===== src/rtl/lcd_pkg.sv =====
// rtl/lcd_pkg.sv - shared types and constants for the character-LCD controller
package lcd_pkg;

   typedef enum logic [2:0] {PWRUP, INIT, IDLE, SETUP, PULSE, HOLD} lcd_state_e;

   localparam int LCD_ON_BIT = 31;
   localparam int LCD_EN_BIT = 10;
   localparam int LCD_RS_BIT = 9;
   localparam int LCD_RW_BIT = 8;

   localparam logic [7:0] CMD_CLEAR = 8'h01;
   localparam logic [7:0] CMD_HOME  = 8'h02;

   typedef struct packed {
      logic       rs;
      logic [7:0] data;
   } lcd_cmd_t;

   // Entry 0 is issued first: function set, display on, clear, entry mode.
   localparam int INIT_ROM_LEN = 4;
   localparam logic [INIT_ROM_LEN-1:0][7:0] INIT_ROM = {8'h06, CMD_CLEAR, 8'h0C, 8'h38};

   function automatic logic is_slow_cmd(input lcd_cmd_t cmd);
      return !cmd.rs && (cmd.data == CMD_CLEAR || cmd.data == CMD_HOME);
   endfunction

endpackage


===== src/rtl/lcd_cmd_fifo.sv =====
// rtl/lcd_cmd_fifo.sv - synchronous FIFO of LCD byte commands
module lcd_cmd_fifo
   import lcd_pkg::*;
#(
   parameter int DEPTH = 8
) (
   input  logic                   clk_i,
   input  logic                   rst_ni,
   input  logic                   push_i,
   input  lcd_cmd_t               wdata_i,
   input  logic                   pop_i,
   output lcd_cmd_t               rdata_o,
   output logic                   full_o,
   output logic                   empty_o,
   output logic [$clog2(DEPTH):0] count_o
);

   localparam int PW = $clog2(DEPTH);
   localparam logic [PW:0] FULL_CNT = (PW+1)'(DEPTH);

   logic [PW-1:0] wr_ptr_q, rd_ptr_q;
   logic [PW:0]   count_q;
   lcd_cmd_t      mem_q [DEPTH];
   logic          do_push, do_pop;

   // Full is taken from the registered count, so a pop cannot make room for a same-cycle push.
   assign full_o  = (count_q == FULL_CNT);
   assign empty_o = (count_q == '0);
   assign count_o = count_q;
   assign rdata_o = mem_q[rd_ptr_q];
   assign do_push = push_i && !full_o;
   assign do_pop  = pop_i && !empty_o;

   always_ff @(posedge clk_i or negedge rst_ni) begin
      if (!rst_ni) begin
         wr_ptr_q <= '0;
         rd_ptr_q <= '0;
         count_q  <= '0;
      end else begin
         if (do_push) wr_ptr_q <= wr_ptr_q + 1'b1;
         if (do_pop)  rd_ptr_q <= rd_ptr_q + 1'b1;
         case ({do_push, do_pop})
            2'b10:   count_q <= count_q + 1'b1;
            2'b01:   count_q <= count_q - 1'b1;
            default: count_q <= count_q;
         endcase
      end
   end

   always_ff @(posedge clk_i) begin
      if (do_push) mem_q[wr_ptr_q] <= wdata_i;
   end

endmodule


===== src/rtl/lcd_ctrl.sv =====
// rtl/lcd_ctrl.sv - HD44780-style LCD transfer sequencer with command FIFO
// Define LCD_CTRL_AUTOINIT_EN to run the power-on init sequence in hardware.
module lcd_ctrl
   import lcd_pkg::*;
#(
   parameter int FIFO_DEPTH  = 8,
   parameter int T_PWRUP_CYC = 750000,
   parameter int T_EN_CYC    = 25,
   parameter int T_CMD_CYC   = 2500,
   parameter int T_CLR_CYC   = 82000
) (
   input  logic        i_clk,
   input  logic        i_rst_n,
   input  logic        i_cmd_valid,
   output logic        o_cmd_ready,
   input  logic        i_cmd_rs,
   input  logic [7:0]  i_cmd_data,
   output logic        o_busy,
   output logic        o_init_done,
   output logic [31:0] o_io_lcd
);

   localparam int MAX_A   = (T_PWRUP_CYC > T_CLR_CYC) ? T_PWRUP_CYC : T_CLR_CYC;
   localparam int MAX_B   = (T_CMD_CYC > T_EN_CYC) ? T_CMD_CYC : T_EN_CYC;
   localparam int CNT_MAX = (MAX_A > MAX_B) ? MAX_A : MAX_B;
   localparam int CNT_W   = $clog2(CNT_MAX + 1);

   localparam logic [CNT_W-1:0] PWRUP_LAST = CNT_W'(T_PWRUP_CYC - 1);
   localparam logic [CNT_W-1:0] EN_LAST    = CNT_W'(T_EN_CYC - 1);
   localparam logic [CNT_W-1:0] CMD_LAST   = CNT_W'(T_CMD_CYC - 1);
   localparam logic [CNT_W-1:0] CLR_LAST   = CNT_W'(T_CLR_CYC - 1);

   lcd_state_e       state_q, state_d;
   logic [CNT_W-1:0] cnt_q, cnt_d, cnt_term, hold_last;
   lcd_cmd_t         cmd_q, cmd_d, fifo_head, fifo_wdata;
   logic             done_q, done_d;
   logic [31:0]      io_q, io_d;
   logic             fifo_pop, fifo_full, fifo_empty;
   logic [$clog2(FIFO_DEPTH):0] fifo_count;

`ifdef LCD_CTRL_AUTOINIT_EN
   localparam int ROM_AW = $clog2(INIT_ROM_LEN);
   localparam int IDX_W  = $clog2(INIT_ROM_LEN + 1);
   logic [IDX_W-1:0] idx_q, idx_d;
`endif

   assign fifo_wdata.rs   = i_cmd_rs;
   assign fifo_wdata.data = i_cmd_data;

   lcd_cmd_fifo #(.DEPTH(FIFO_DEPTH)) u_fifo (
      .clk_i   (i_clk),
      .rst_ni  (i_rst_n),
      .push_i  (i_cmd_valid),
      .wdata_i (fifo_wdata),
      .pop_i   (fifo_pop),
      .rdata_o (fifo_head),
      .full_o  (fifo_full),
      .empty_o (fifo_empty),
      .count_o (fifo_count)
   );

   assign o_cmd_ready = !fifo_full;
   assign o_busy      = (state_q != IDLE) || (fifo_count != '0);
   assign o_init_done = done_q;
   assign o_io_lcd    = io_q;
   assign hold_last   = is_slow_cmd(cmd_q) ? CLR_LAST : CMD_LAST;

   always_ff @(posedge i_clk or negedge i_rst_n) begin
      if (!i_rst_n) begin
         state_q <= PWRUP;
         cnt_q   <= '0;
         cmd_q   <= '0;
         done_q  <= 1'b0;
         io_q    <= '0;
`ifdef LCD_CTRL_AUTOINIT_EN
         idx_q   <= '0;
`endif
      end else begin
         state_q <= state_d;
         cnt_q   <= cnt_d;
         cmd_q   <= cmd_d;
         done_q  <= done_d;
         io_q    <= io_d;
`ifdef LCD_CTRL_AUTOINIT_EN
         idx_q   <= idx_d;
`endif
      end
   end

   always_comb begin
      state_d  = state_q;
      cmd_d    = cmd_q;
      done_d   = done_q;
      fifo_pop = 1'b0;
`ifdef LCD_CTRL_AUTOINIT_EN
      idx_d    = idx_q;
`endif
      case (state_q)
         PWRUP:   cnt_term = PWRUP_LAST;
         PULSE:   cnt_term = EN_LAST;
         HOLD:    cnt_term = hold_last;
         default: cnt_term = '0;
      endcase
      cnt_d = (cnt_q == cnt_term) ? cnt_q : cnt_q + 1'b1;

      case (state_q)
         PWRUP: begin
            if (cnt_q == PWRUP_LAST) begin
`ifdef LCD_CTRL_AUTOINIT_EN
               state_d = INIT;
`else
               state_d = IDLE;
               done_d  = 1'b1;
`endif
            end
         end
`ifdef LCD_CTRL_AUTOINIT_EN
         INIT: begin
            if (idx_q == IDX_W'(INIT_ROM_LEN)) begin
               state_d = IDLE;
               done_d  = 1'b1;
            end else begin
               cmd_d.rs   = 1'b0;
               cmd_d.data = INIT_ROM[idx_q[ROM_AW-1:0]];
               idx_d      = idx_q + 1'b1;
               state_d    = SETUP;
            end
         end
`endif
         IDLE: begin
            if (!fifo_empty) begin
               fifo_pop = 1'b1;
               cmd_d    = fifo_head;
               state_d  = SETUP;
            end
         end
         SETUP: state_d = PULSE;
         PULSE: if (cnt_q == EN_LAST) state_d = HOLD;
         HOLD: begin
            // Chain straight into the next queued transfer so there is no idle cycle between them.
            if (cnt_q == hold_last) begin
`ifdef LCD_CTRL_AUTOINIT_EN
               if (!done_q) state_d = INIT;
               else
`endif
               if (!fifo_empty) begin
                  fifo_pop = 1'b1;
                  cmd_d    = fifo_head;
                  state_d  = SETUP;
               end else begin
                  state_d = IDLE;
               end
            end
         end
         default: state_d = IDLE;
      endcase

      if (state_d != state_q) cnt_d = '0;
   end

   // Output word is registered from next-state so the pins line up with state_q.
   always_comb begin
      io_d             = '0;
      io_d[LCD_ON_BIT] = 1'b1;
      io_d[LCD_RW_BIT] = 1'b0;
      if (state_d == SETUP || state_d == PULSE || state_d == HOLD) begin
         io_d[7:0]        = cmd_d.data;
         io_d[LCD_RS_BIT] = cmd_d.rs;
         io_d[LCD_EN_BIT] = (state_d == PULSE);
      end
   end

endmodule


===== config.mk =====
export PLATFORM = sky130hd
export DESIGN_NAME = lcd_ctrl
export DESIGN_NICKNAME = d
export VERILOG_FILES = /design/src/rtl/lcd_pkg.sv /design/src/rtl/lcd_cmd_fifo.sv /design/src/rtl/lcd_ctrl.sv
export SDC_FILE = /design/constraint.sdc
export NUM_CORES = 1
export LEC_CHECK = 0
export CAP_MARGIN = 15
export CORE_UTILIZATION = 60
export DETAILED_ROUTE_END_ITERATION = 12
export DONT_BUFFER_PORTS = 1
export GPL_TIMING_DRIVEN = 0
export PLACE_DENSITY = 0.78
export REMOVE_ABC_BUFFERS = 1
export SLEW_MARGIN = 40
export SYNTH_ARGS = -nofsm -noshare
export SYNTH_HDL_FRONTEND = slang
export SYNTH_HIERARCHICAL = 1
export SYNTH_SLANG_ARGS = --single-unit

===== constraint.sdc =====
create_clock -name i_clk -period 4.28 [get_ports i_clk]
set_clock_uncertainty 0.15 [all_clocks]
set_input_delay 0.642 -clock i_clk [delete_from_list [all_inputs] [get_ports i_clk]]
set_output_delay 0.642 -clock i_clk [all_outputs]
set_load 0.02 [all_outputs]

; ---- Word-level counts from Yosys, hierarchy flattened
; Memory sizes are Yosys's and may differ from the RTL's.
; Cells that the tools add are included.
[word_totals]
register_bits = 54
ram_bits = 72
out_inout_bits = 35
mem_count = 1
[classes]
addsub = 5
n_eq_ne = 19
mux = 21
reduce_logical = 15
[mem_list]
columns = name, depth, word_bits, rd, rd_clocked_by_memory_dff, write_ports, line_no
row1 = u_fifo.mem_q, 8, 9, 1, 0, 1, lcd_cmd_fifo.sv:23  ; lcd_cmd_t mem_q [DEPTH];
[op_table]
columns = operator, count
row1 = $pmux 20 s3, 1
row2 = $mux 20, 2
row3 = $add 20x1->20 const B, 1
row4 = $eq 20x17->1, 1
row5 = $eq 20x20->1, 1
row6 = $eq 20x20->1 const B, 1
row7 = $eq 20x5->1 const B, 1
row8 = $mux 9, 2
row9 = $pmux 9 s2, 1
row10 = $mux 17, 1
row11 = $pmux 3 s5, 1
row12 = $eq 3x3->1 const B, 4
row13 = $mux 3, 4
row14 = $eq 3x2->1 const B, 3
row15 = $eq 8x1->1 const B, 1
row16 = $eq 8x2->1 const B, 1
row17 = $mux 8, 1
row18 = $pmux 4 s2, 1
row19 = $add 3x1->3 const B, 2
row20 = $mux 1, 5
row21 = $add 4x1->4 const B, 1
row22 = $eq 4x4->1 const B, 1
row23 = $logic_not 4->1, 1
row24 = $logic_or 1x1->1, 4
row25 = other kinds (14), 18

; ---- Longest topological paths before layout
; Gate-level depths: netlist of the first run.
[depth]
depth_word = 11
ltp_mapped = 13
mapped_depth_nobuf = 12

; ---- Hierarchy
; Netlist of the first run, hierarchy kept.
[by_module_without_submodules]
columns = mod, instances, cells_each, area_per_inst_um2
row1 = lcd_cmd_fifo, 1, 171, 3439.5
row2 = lcd_ctrl, 1, 277, 2643.8

; ---- Least setup slack after synthesis of the first run
; OpenSTA, ideal clock, no wires.
[synth_timing]
kind = reg2reg
from = register cnt_q[12]
to = register u_fifo.count_q[3] (netlist: u_fifo/count_o[3])
setup_ns = 0.134
t_arrival_ns = 3.232
slack_ns = 0.764
stages_incl_launch_ff = 12
n_path_buf = 0
cell_sequence = dfrtp_1 -> or4_4 -> nor3_2 -> a31oi_1 -> nor2_1 -> o41ai_2 -> inv_1 -> ha_1 -> ha_1 -> or4b_2 -> o311ai_0 -> o211ai_1
[synth_between]
elab_chain_cells = 6
[synth_rtl]
columns = item, line_no
row1 = "start, declared", lcd_ctrl.sv:34  ; logic [CNT_W-1:0] cnt_q, cnt_d, cnt_term, hold_last;
row2 = "start signal, assigned", lcd_ctrl.sv:80  ; cnt_q <= cnt_d;
row3 = $eq 20x17->1 (*), lcd_ctrl.sv:141  ; if (cnt_q == hold_last) begin
row4 = $mux 1 (*), lcd_ctrl.sv:141
row5 = $pmux 1 s2 (*), lcd_ctrl.sv:106  ; case (state_q)
row6 = net fifo_pop, lcd_ctrl.sv:38  ; logic fifo_pop, fifo_full, fifo_empty;
row7 = $logic_and 1x1->1 (*), lcd_cmd_fifo.sv:32  ; assign do_pop = pop_i && !empty_o;
row8 = net u_fifo.do_pop, lcd_cmd_fifo.sv:24  ; logic do_push, do_pop;
row9 = $eq 2x1->1 / $eq 2x2->1 (equally long branches), lcd_cmd_fifo.sv:42  ; case ({do_push, do_pop})
row10 = $pmux 4 s2 / $reduce_bool 2->1 (equally long branches), --
row11 = "end signal, assigned", lcd_cmd_fifo.sv:43  ; 2'b10: count_q <= count_q + 1'b1;
row12 = "end signal, assigned", lcd_cmd_fifo.sv:44  ; 2'b01: count_q <= count_q - 1'b1;
row13 = "end signal, assigned", lcd_cmd_fifo.sv:45  ; default: count_q <= count_q;
row14 = "end, declared", lcd_cmd_fifo.sv:22  ; logic [PW:0] count_q;
; Mark *: on every way through the listed nets, which the timed path passes. The rest lies on a longest branch.
; A chain may end at the register's enable or synchronous reset.

; ---- Worst setup path after layout of the first run
[layout_timing]
from = register cnt_q[3]
to = register u_fifo.count_q[3] (netlist: u_fifo/count_o[3])
; The elaborated chain is that of the path after synthesis.

==> impl_results.md, run 1 <==
* Worst-path clk slew at 0.06 ns
* Antenna cells at 0
* Path depth of the worst reg2reg path at 12
* Post-DP Area at 6080 µm²
* CTS Sinks at 126
* Post-route ant nets at 0
* Final nets at 470
* Worst Hold Path Cells at 0
* Boundary pin count at 47
* Pwr/cell area at 486 nW/µm²
* Outcome: finished, final reports clean
* Post-synth top area share at 0.355
* Design Power at 3.27 mW
* Clock Tree Buf Depth at 2
* Hold Slack at 0.0459 ns
* Comb pwr share at 0.104
* Layout fillers at 683
* Peak VDD IR at 0.582 mV
* Seq pwr share at 0.468
* Vias in the first global route at 3705
* Pin count of the biggest net entering global routing at 55
* Die area at 10500 µm²
* Worst setup path startpoint: cnt_q[3]
* Core area at 9820 µm²
* Final TNS setup at 0 ns
* Worst Setup End Kind: register
* Synth Flop Type: edfxtp_1
* Die height at 103 µm
* Post-synth top area cell: edfxtp_1
* Switching power at 0.872 mW
* FF+latch count, synth at 126
* Gr usage total at 0.248
* Pre-antenna DRT Iters at 5
* Count leader, synth: edfxtp_1
* Drt first-iter violations at 192
* Setup slack, reg-to-reg at 0.32 ns
* Leakage at 2.57 nW
* Worst setup path class: register to register
* Worst-path maximum fanout at 10
* Final std cells w/o fill at 596
* Initial antenna violation count at 0
* Root buffer cell: clkbuf_8
* Htree depth at 4
* Final cycle utilization of the critical path at 0.924
* Avg Inst Size Synth at 13.6 µm²
* Critical path launch point type: register
* Async SR Flop Fraction at 0.429
* Register area share after synthesis at 0.578
* Max-cap violations at 0
* Part of the power in the clock network at 0.428
* Internal at 2.39 mW
* Worst hold path class: input pin to register
* Fin crit period at 3.96 ns
* Vias per inst at 5.92
* Wire per inst at 19.3 µm
* Worst slew margin at 0.466
* Routed WL at 11500 µm
* Final setup fails at 0
* Via count at 3527
* Post-route DRC at 0
* CTS tree: yes
* P&R area growth vs syn at 10.4%
* Grt total ovfl at 0
* CP endpoint: u_fifo/count_o[3]
* Final GP Congestion at 0.853
* Synthesized area at 6080 µm²
* Required @ worst endpoint at 4.53 ns
* Yosys cell types at 71
* R2R Path End: u_fifo/count_o[3]
* Worst-margin pin slew at 0.800 ns
* Die Span X at 103 µm
* Cell area after layout at 6710 µm²
* RR Startpoint: cnt_q[3]
* Rows at 36
* DP Wirelength at 7080 µm
* Placed cell count at 562
* Initial Utilization at 0.620
* Commonest cells post-synth: edfxtp_1, dfrtp_1, nand2_1, nor2_1, buf_4
* Ys Warns at 6
* Cells after Synth at 448
* Clk Latency, worst-skew pair at 0.54 ns
* CTS buffer count at 17
* Leading post-synthesis cells by cell area: edfxtp_1, dfrtp_1, mux4_1
* Fmax at 253 MHz
* Global-route wire length before repair at 18700 µm
* Net Sw Frac at 0.267
* # port buffers at 0
* Arrival @ worst endpoint at 4.21 ns
* RSZ-0062 raised after global routing: false
* Fin. Hold Viols at 0
* Slew Viols, Final at 0
* Post-synth EDFFs at 72
* Layout cells sized above 1 at 0.201
final cells by class:
class	count	area, µm²	area share
Sequential cell	126	3510	0.523
Clock buffer	18	418	0.0622
Tap cell	133	166	0.0248
Inverter	12	45.0	0.00671
Timing Repair Buffer	4	50.0	0.00745
Clock inverter	14	156	0.0233
Multi-Input combinational cell	289	2360	0.352
worst min-delay path by stage:
stage	startpoint	end	slack [ns]
5_1_grt	i_cmd_data[2]	u_fifo/mem_q[5][2]	0.03
3_3_place_gp	i_rst_n	cnt_q[4]	0.20
3_5_place_dp	i_rst_n	cnt_q[4]	0.20
2_1_floorplan	i_rst_n	cmd_q[0]	0.20
6_report	i_cmd_data[2]	u_fifo/mem_q[0][2]	0.05
4_1_cts	i_cmd_data[2]	u_fifo/mem_q[0][2]	0.03
placed cells by master (no fill, tap or decap), types with 10 or more instances in the layout:
master	count
inv_1	12
xnor2_1	13
and3_1	10
o21ai_0	16
nand2_1	29
conb_1	22
xor2_1	10
nor2_1	16
nor2_2	16
edfxtp_1	72
nand3_1	20
clkbuf_16	16
dfrtp_1	53
a21oi_1	14
metal layers:
layer	up-vias	routed length, µm	share of wire	track usage
met5	-	0	0	0
met4	0	286	0.025	0.118
met3	23	630	0.055	0.0807
met2	91	6070	0.53	0.427
met1	1779	4500	0.39	0.278
li1	1634	-	-	-
worst max-delay path: stages (launching register included):
cell,delay (ns)
dfrtp_1,0.55
nor4b_1,0.41
nand2_1,0.13
mux2i_2,0.34
a31oi_2,0.26
nor2_1,0.19
o41ai_2,0.12
inv_1,0.12
ha_1,0.32
ha_1,0.34
or4b_2,0.64
o311ai_0,0.12
o211ai_1,0.13
stage by stage:
stage | utilization | setup slack [ns]
after floorplan | - | 0.764
after global placement | 0.615 | 0.302
after detailed placement | 0.620 | 0.237
after CTS | 0.682 | 0.197
after global routing | 0.684 | 0.0478
final | 0.684 | 0.324
sequential cells by signal, summed over array words and instances (netlist names):
name             cells
u_fifo/mem_q        72
cnt_q               20
o_io_lcd            11
cmd_q                9
u_fifo/count_o       4
state_q              3
u_fifo/rd_ptr_q      3
u_fifo/wr_ptr_q      3
o_init_done          1
power groups by stage:
stage	combinational (mW)	clock, mW	sequential [mW]
6_report	0.340	1.40	1.53
5_1_grt	0.373	1.47	1.54
4_1_cts	0.340	1.42	1.52
3_5_place_dp	0.316	0	1.54
3_3_place_gp	0.284	0	1.52
2_1_floorplan	0.233	0	1.51
cell families (layout without fill, tap and decap cells):
family,count (synthesis),count (layout),share of synthesized area
fa+ha+maj,8,8,0.0177
simple gates,143,143,0.139
flops,126,126,0.578
buf+inv,53,48,0.0545
other cells,2,22,0.00123
mux,35,35,0.108
compound gates,58,58,0.0685
xor+xnor,23,23,0.0331
timing repair:
item                                    CTS  global route
endpoints found under the setup margin    0             1
resized for setup                         0             2
hold endpoints to repair                 54             0
buffers inserted                          0             0
hold buffers                              2             0
Note: power is estimated with default switching activity, not from simulation.
==> run 2: changes to the inputs <==
--- a/config.mk
+++ b/config.mk
@@ -7,6 +7,8 @@
 export LEC_CHECK = 0
 export CAP_MARGIN = 15
 export CORE_UTILIZATION = 60
+export CTS_CLUSTER_DIAMETER = 60
+export CTS_CLUSTER_SIZE = 14
 export DETAILED_ROUTE_END_ITERATION = 12
 export DONT_BUFFER_PORTS = 1
 export GPL_TIMING_DRIVEN = 0
==> constraint.sdc (replaced) <==
create_clock -name i_clk -period 4 [get_ports i_clk]
set_clock_uncertainty 0.15 [all_clocks]
set_input_delay 0.6 -clock i_clk [delete_from_list [all_inputs] [get_ports i_clk]]
set_output_delay 0.6 -clock i_clk [all_outputs]
set_load 0.02 [all_outputs]
==> run 2 against run 1 <==
Against the previous run: routed wire length is 2.6% higher; total power is 7.5% higher; sequential share of layout area is 1.1 points lower; final cell count is 1.8% higher; worst hold slack better by 0.061 ns; core utilization is 1.5 points higher; register-to-register slack worse by 0.07 ns; via count is 2.3% higher; setup slack worse by 0.073 ns.
==> impl_results.md, run 2 (synthesis gave the netlist of run 1 again) <==
* Outcome: finished, final reports clean
* Setup slack, reg-to-reg at 0.25 ns (-0.07 ns)
* Hold endpoint: u_fifo/wr_ptr_q[0]
* Final setup fails at 0 (unchanged)
* Initial antenna violation count at 0 (unchanged)
* Required @ worst endpoint at 4.24 ns (-0.29 ns)
* Pin count of the biggest net entering global routing at 55 (unchanged)
* Root buffer cell: clkbuf_8
* Post-route DRC at 0 (unchanged)
* Clk Latency, worst-skew pair at 0.53 ns (about the same)
* Post-DP Area at 6080 µm² (unchanged)
* RR Startpoint: cmd_q[3]
* Initial Utilization at 0.620 (unchanged)
* Wire per inst at 19.4 µm (+0.76%)
* Commonest non-fill, non-tap cell in the layout: edfxtp_1
* Global-route wire length before repair at 18900 µm (+1.4%)
* Vias per inst at 5.95 (+0.47%)
* Final GP Congestion at 0.853 (unchanged)
* Fmax at 267 MHz (+5.5%)
* Layout fillers at 655 (-4.1%)
* Largest register FFs at 72 (unchanged)
* Worst hold path class: input pin to register
* Boundary pin count at 47 (unchanged)
* Final std cells w/o fill at 607 (+1.8%)
* Core area at 9820 µm² (unchanged)
* Grt total ovfl at 0 (unchanged)
* Pwr/cell area at 512 nW/µm² (+5.2%)
* Drt first-iter violations at 219 (+14%)
* Rows at 36 (unchanged)
* Max-cap violations at 0 (unchanged)
* Cell area after layout at 6860 µm² (+2.1%)
* # port buffers at 0 (unchanged)
* Hold Startpoint: i_cmd_valid
* Final core occ at 0.698 (+0.0147)
* Clock Tree Buf Depth at 2 (unchanged)
* Antenna cells at 0 (unchanged)
* Die Span X at 103 µm (unchanged)
* Gr usage total at 0.251 (+0.00321)
* Peak VDD IR at 0.602 mV (+3.5%)
* Fin crit period at 3.75 ns (-0.207 ns)
* Placed cell count at 562 (unchanged)
* RSZ-0062 raised after global routing: false
* P&R area growth vs syn at 12.7%
* Via count at 3609 (+2.3%)
* Worst-margin pin slew at 0.817 ns (+0.0169 ns)
* R2R Path End: u_fifo/count_o[3]
* Commonest non-fill, non-tap cells in the layout: edfxtp_1, dfrtp_1, nand2_1
* Vias in the first global route at 3721 (+0.43%)
* Path depth of the worst reg2reg path at 12 (unchanged)
* Fin. Hold Viols at 0 (unchanged)
* Final nets at 481 (+2.3%)
* Die height at 103 µm (unchanged)
* Routed WL at 11800 µm (+2.6%)
* DP Wirelength at 7080 µm (unchanged)
* Critical path launch point type: register
* CTS tree: yes
* CTS buffer count at 17 (unchanged)
* Arrival @ worst endpoint at 3.99 ns (-0.22 ns)
* Worst setup path class: register to register
* Post-route ant nets at 0 (unchanged)
* Final cycle utilization of the critical path at 0.937 (+0.0130)
* Worst-path clk slew at 0.06 ns (about the same)
* Leakage at 2.63 nW (+2.1%)
* Hold Slack at 0.107 ns (+0.0607 ns)
* Design Power at 3.51 mW (+7.5%)
* Slew Viols, Final at 0 (unchanged)
* Worst Hold Path Cells at 2 (+2)
* Die area at 10500 µm² (unchanged)
* Worst-path maximum fanout at 10 (unchanged)
* Layout cells sized above 1 at 0.209 (+0.00800)
* Worst slew margin at 0.455 (-0.0113)
* CTS Sinks at 126 (unchanged)
* Worst Setup End Kind: register
* Pre-antenna DRT Iters at 4 (-1)
* Most flops, register: u_fifo/mem_q
* Htree depth at 4 (unchanged)
[run 2: area by class of cell]
| class | count | area [µm²] | area share |
|---|---|---|---|
| flip-flops and latches | 126 | 3520 | 0.513 |
| multi-input cells | 289 | 2400 | 0.350 |
| clock buffers | 18 | 418 | 0.0609 |
| well taps | 133 | 166 | 0.0243 |
| clock inverters | 14 | 156 | 0.0228 |
| repair buffers | 15 | 155 | 0.0226 |
| inverters | 12 | 45.0 | 0.00657 |
[run 2: critical path: stages (launching register included)]
cell and delay, ns:
dfrtp_1 0.39, nor3_1 0.38, nand3_1 0.24, mux2i_4 0.28
a31oi_4 0.32, nor2_1 0.10, o41ai_2 0.11, inv_1 0.14
ha_2 0.25, ha_1 0.35, or4b_2 0.64, o311ai_0 0.12
o211ai_1 0.13
[run 2: how the worst max path moves through the flow]
| stage | slack, ns | cells past startpoint | start | end |
|---|---|---|---|---|
| floorplan | 0.48 | 11 | cnt_q[12] | u_fifo/count_o[3] |
| detailed placement | -0.04 | 12 | cnt_q[3] | u_fifo/count_o[3] |
| finish | 0.25 | 12 | cmd_q[3] | u_fifo/count_o[3] |
| global placement | 0.02 | 12 | cmd_q[2] | u_fifo/count_o[3] |
| CTS | 0.04 | 11 | cnt_q[12] | u_fifo/count_o[3] |
| global route | 0.0005 | 12 | cnt_q[9] | u_fifo/count_o[3] |
[run 2: metal layers]
metal / global-route usage / wire [µm]
met5: 0 / 0
met1: 0.287 / 4720
met4: 0.118 / 282
met3: 0.0753 / 510
met2: 0.432 / 6270
[run 2: power breakdown]
part	total [mW]	leakage, nW	internal (mW)	switching [mW]
Sequential	1.64	1.37	1.53	0.108
Clock	1.49	0.274	0.897	0.596
Combinational	0.380	0.978	0.141	0.239
Total	3.51	2.63	2.57	0.942
[run 2: timing repair]
action	4_1_cts	5_1_grt
buffers inserted	0	2
pin swaps	0	1
resized for setup	2	7
hold buffers	11	0
hold endpoints to repair	126	0
setup endpoints to repair	1	1
[run 2: metrics by stage]
step / setup slack [ns] / setup TNS, ns
3_3_place_gp: 0.0219 / 0
3_5_place_dp: -0.0426 / -0.0426
6_report: 0.250 / 0
5_1_grt: 0.000541 / 0
2_1_floorplan: 0.484 / 0
4_1_cts: 0.0449 / 0
==> run 3: changes to the inputs <==
--- a/config.mk
+++ b/config.mk
@@ -12,6 +12,7 @@
 export DETAILED_ROUTE_END_ITERATION = 12
 export DONT_BUFFER_PORTS = 1
 export GPL_TIMING_DRIVEN = 0
+export HOLD_SLACK_MARGIN = 0.12
 export PLACE_DENSITY = 0.78
 export REMOVE_ABC_BUFFERS = 1
 export SLEW_MARGIN = 40
==> run 3 against run 2 <==
Against the previous run: non-clock buffer count grew 1; total power about the same; routed wire length down 0.54%; final cell count up 0.16%; flip-flop and latch count did not move; first-iteration DRC count shrank 13%; cell area grew 0.15%; critical path type unchanged; critical endpoint unchanged; largest cell class unchanged; largest power group unchanged.
==> impl_results.md, run 3 (synthesis gave the netlist of run 1 again) <==
* Worst setup path class: register to register
* Final cycle utilization of the critical path at 0.937 (about the same)
* Pre-antenna DRT Iters at 4 (unchanged)
* Largest register FFs at 72 (unchanged)
* Root buffer cell: clkbuf_8
* # port buffers at 0 (unchanged)
* Final nets at 482 (+0.21%)
* Path depth of the worst reg2reg path at 12 (unchanged)
* Worst hold path class: register to register
* Post-route ant nets at 0 (unchanged)
* DP Wirelength at 7080 µm (unchanged)
* Worst slew margin at 0.461 (+0.00545)
* Total area of sequential cells at 3520 µm² (unchanged)
* Antenna cells at 0 (unchanged)
* Outcome: finished, final reports clean
* Grt met2 use at 0.433 (+0.00103)
* Met1 GRT Util at 0.287 (+0.000463)
* Worst-path clk slew at 0.06 ns (about the same)
* Final core occ at 0.699 (+0.00102)
* Boundary pin count at 47 (unchanged)
* Clk Latency, worst-skew pair at 0.53 ns (about the same)
* Htree depth at 4 (unchanged)
* Design Power at 3.51 mW (about the same)
* Initial Utilization at 0.620 (unchanged)
* Routed WL at 11700 µm (-0.54%)
* Initial antenna violation count at 0 (unchanged)
* CTS Sinks at 126 (unchanged)
* Grt total ovfl at 0 (unchanged)
* Fin. Hold Viols at 0 (unchanged)
* Worst setup path startpoint: cnt_q[9]
* Core area at 9820 µm² (unchanged)
* Leakage at 2.63 nW (+0.16%)
* Arrival @ worst endpoint at 3.99 ns (about the same)
* Fmax at 267 MHz (about the same)
* Die area at 10500 µm² (unchanged)
* Required @ worst endpoint at 4.24 ns (about the same)
* Final setup fails at 0 (unchanged)
* Via count at 3618 (+0.25%)
* Vias per inst at 5.95 (about the same)
* Buf/Inv on CP at 1 (unchanged)
* Die height at 103 µm (unchanged)
* Critical path's top delay family: simple AND/OR/NAND/NOR gates
* Max-cap violations at 0 (unchanged)
* Hold Startpoint: u_fifo/wr_ptr_q[0]
* RSZ-0062 raised after global routing: false
* Worst Hold Path Cells at 1 (-1)
* Final GP Congestion at 0.853 (unchanged)
* Layout cells sized above 1 at 0.208 (-0.000440)
* Fin crit period at 3.75 ns (-0.00123 ns)
* Pwr/cell area at 511 nW/µm² (-0.17%)
* Pin count of the biggest net entering global routing at 55 (unchanged)
* Crit-path slowest cell: or4b_2
* Most flops, register: u_fifo/mem_q
* Die Span X at 103 µm (unchanged)
* Post-route DRC at 0 (unchanged)
* CTS buffer count at 17 (unchanged)
* P&R area growth vs syn at 12.9%
* Commonest non-fill, non-tap cells in the layout: edfxtp_1, dfrtp_1, nand2_1
* Clock Tree Buf Depth at 2 (unchanged)
* Wire per inst at 19.3 µm (-0.71%)
* Critical path launch point type: register
* Global-route wire length before repair at 19000 µm (+0.18%)
* Commonest non-fill, non-tap cell in the layout: edfxtp_1
* Gr usage total at 0.251 (+0.000448)
* Rows at 36 (unchanged)
* Setup slack, reg-to-reg at 0.25 ns (about the same)
* Worst-path maximum fanout at 10 (unchanged)
* Worst Setup End Kind: register
* CTS tree: yes
* Crit path cell chain: nor4_4 -> nand4b_1 -> nor3_4 -> a31oi_4 -> nor2_1 -> o41ai_2 -> inv_1 -> ha_2 -> ha_1 -> or4b_2 -> o311ai_0 -> o211ai_1
* Slew Viols, Final at 0 (unchanged)
* Crit-path max cell delay at 0.64 ns (about the same)
* Hold endpoint: u_fifo/wr_ptr_q[0]
* Vias in the first global route at 3729 (+0.21%)
* GR peak layer: met2
* RR Startpoint: cnt_q[9]
* Met3 GRT Util at 0.0753 (unchanged)
* Drt first-iter violations at 191 (-13%)
* Peak VDD IR at 0.602 mV (about the same)
* Multi-input logic area at 2400 µm² (unchanged)
* R2R Path End: u_fifo/count_o[3]
* Worst-margin pin slew at 0.809 ns (-0.00818 ns)
* Layout fillers at 654 (-0.15%)
run 3: changes by cell type in the layout (fill, tap and decap cells not counted):
cell	delta
dlygate4sd3_1	+1
run 3: power by group:
group / total [mW] / leakage, nW / switching (mW) / internal (mW)
Sequential: 1.64 / 1.37 / 0.108 / 1.53
Combinational: 0.381 / 0.982 / 0.239 / 0.142
Clock: 1.49 / 0.274 / 0.594 / 0.897
Total: 3.51 / 2.63 / 0.941 / 2.57
run 3: cell type report:
cell class	count	share of cell area
Clock buffer	18	0.0608
Clock inverter	14	0.0228
Multi-Input combinational cell	289	0.350
Sequential cell	126	0.512
Tap cell	133	0.0242
Inverter	12	0.00656
Timing Repair Buffer	16	0.0240
run 3: layer usage:
metal / vias up / wire length, µm
li1: 1668 / -
met1: 1814 / 4650
met2: 113 / 6270
met3: 23 / 524
met4: 0 / 280
met5: - / 0
run 3: worst register-to-register path: stages (launching register included):
cell and delay [ns]:
dfrtp_1 0.45, nor4_4 0.40, nand4b_1 0.20, nor3_4 0.34, a31oi_4 0.20, nor2_1 0.17
o41ai_2 0.12, inv_1 0.12, ha_2 0.27, ha_1 0.31, or4b_2 0.64, o311ai_0 0.13
o211ai_1 0.13
run 3: timing repair:
item,CTS,global route
setup buffers,0,2
hold buffers,12,0
endpoints found under the hold margin,128,0
gates resized for setup,2,7
endpoints found under the setup margin,1,1
pin swaps,0,1
run 3: worst max path at each step:
stage	cells past startpoint	slack, ns	to
6_report	12	0.25	u_fifo/count_o[3]
5_1_grt	12	0.0005	u_fifo/count_o[3]
4_1_cts	11	0.04	u_fifo/count_o[3]
3_5_place_dp	12	-0.04	u_fifo/count_o[3]
3_3_place_gp	12	0.02	u_fifo/count_o[3]
2_1_floorplan	11	0.48	u_fifo/count_o[3]
run 3: per-stage QoR:
| step | TNS (ns) | std cells | setup WS, ns | hold WS (ns) | area, µm² |
|---|---|---|---|---|---|
| 4_1_cts | 0 | 606 | 0.0449 | 0.388 | 6810 |
| 6_report | 0 | 608 | 0.252 | 0.390 | 6870 |
| 2_1_floorplan | 0 | 427 | 0.484 | 0.154 | 5870 |
| 5_1_grt | 0 | 608 | 0.000541 | 0.410 | 6870 |
| 3_5_place_dp | -0.0426 | 562 | -0.0426 | 0.156 | 6080 |
| 3_3_place_gp | 0 | 560 | 0.0219 | 0.156 | 6040 |
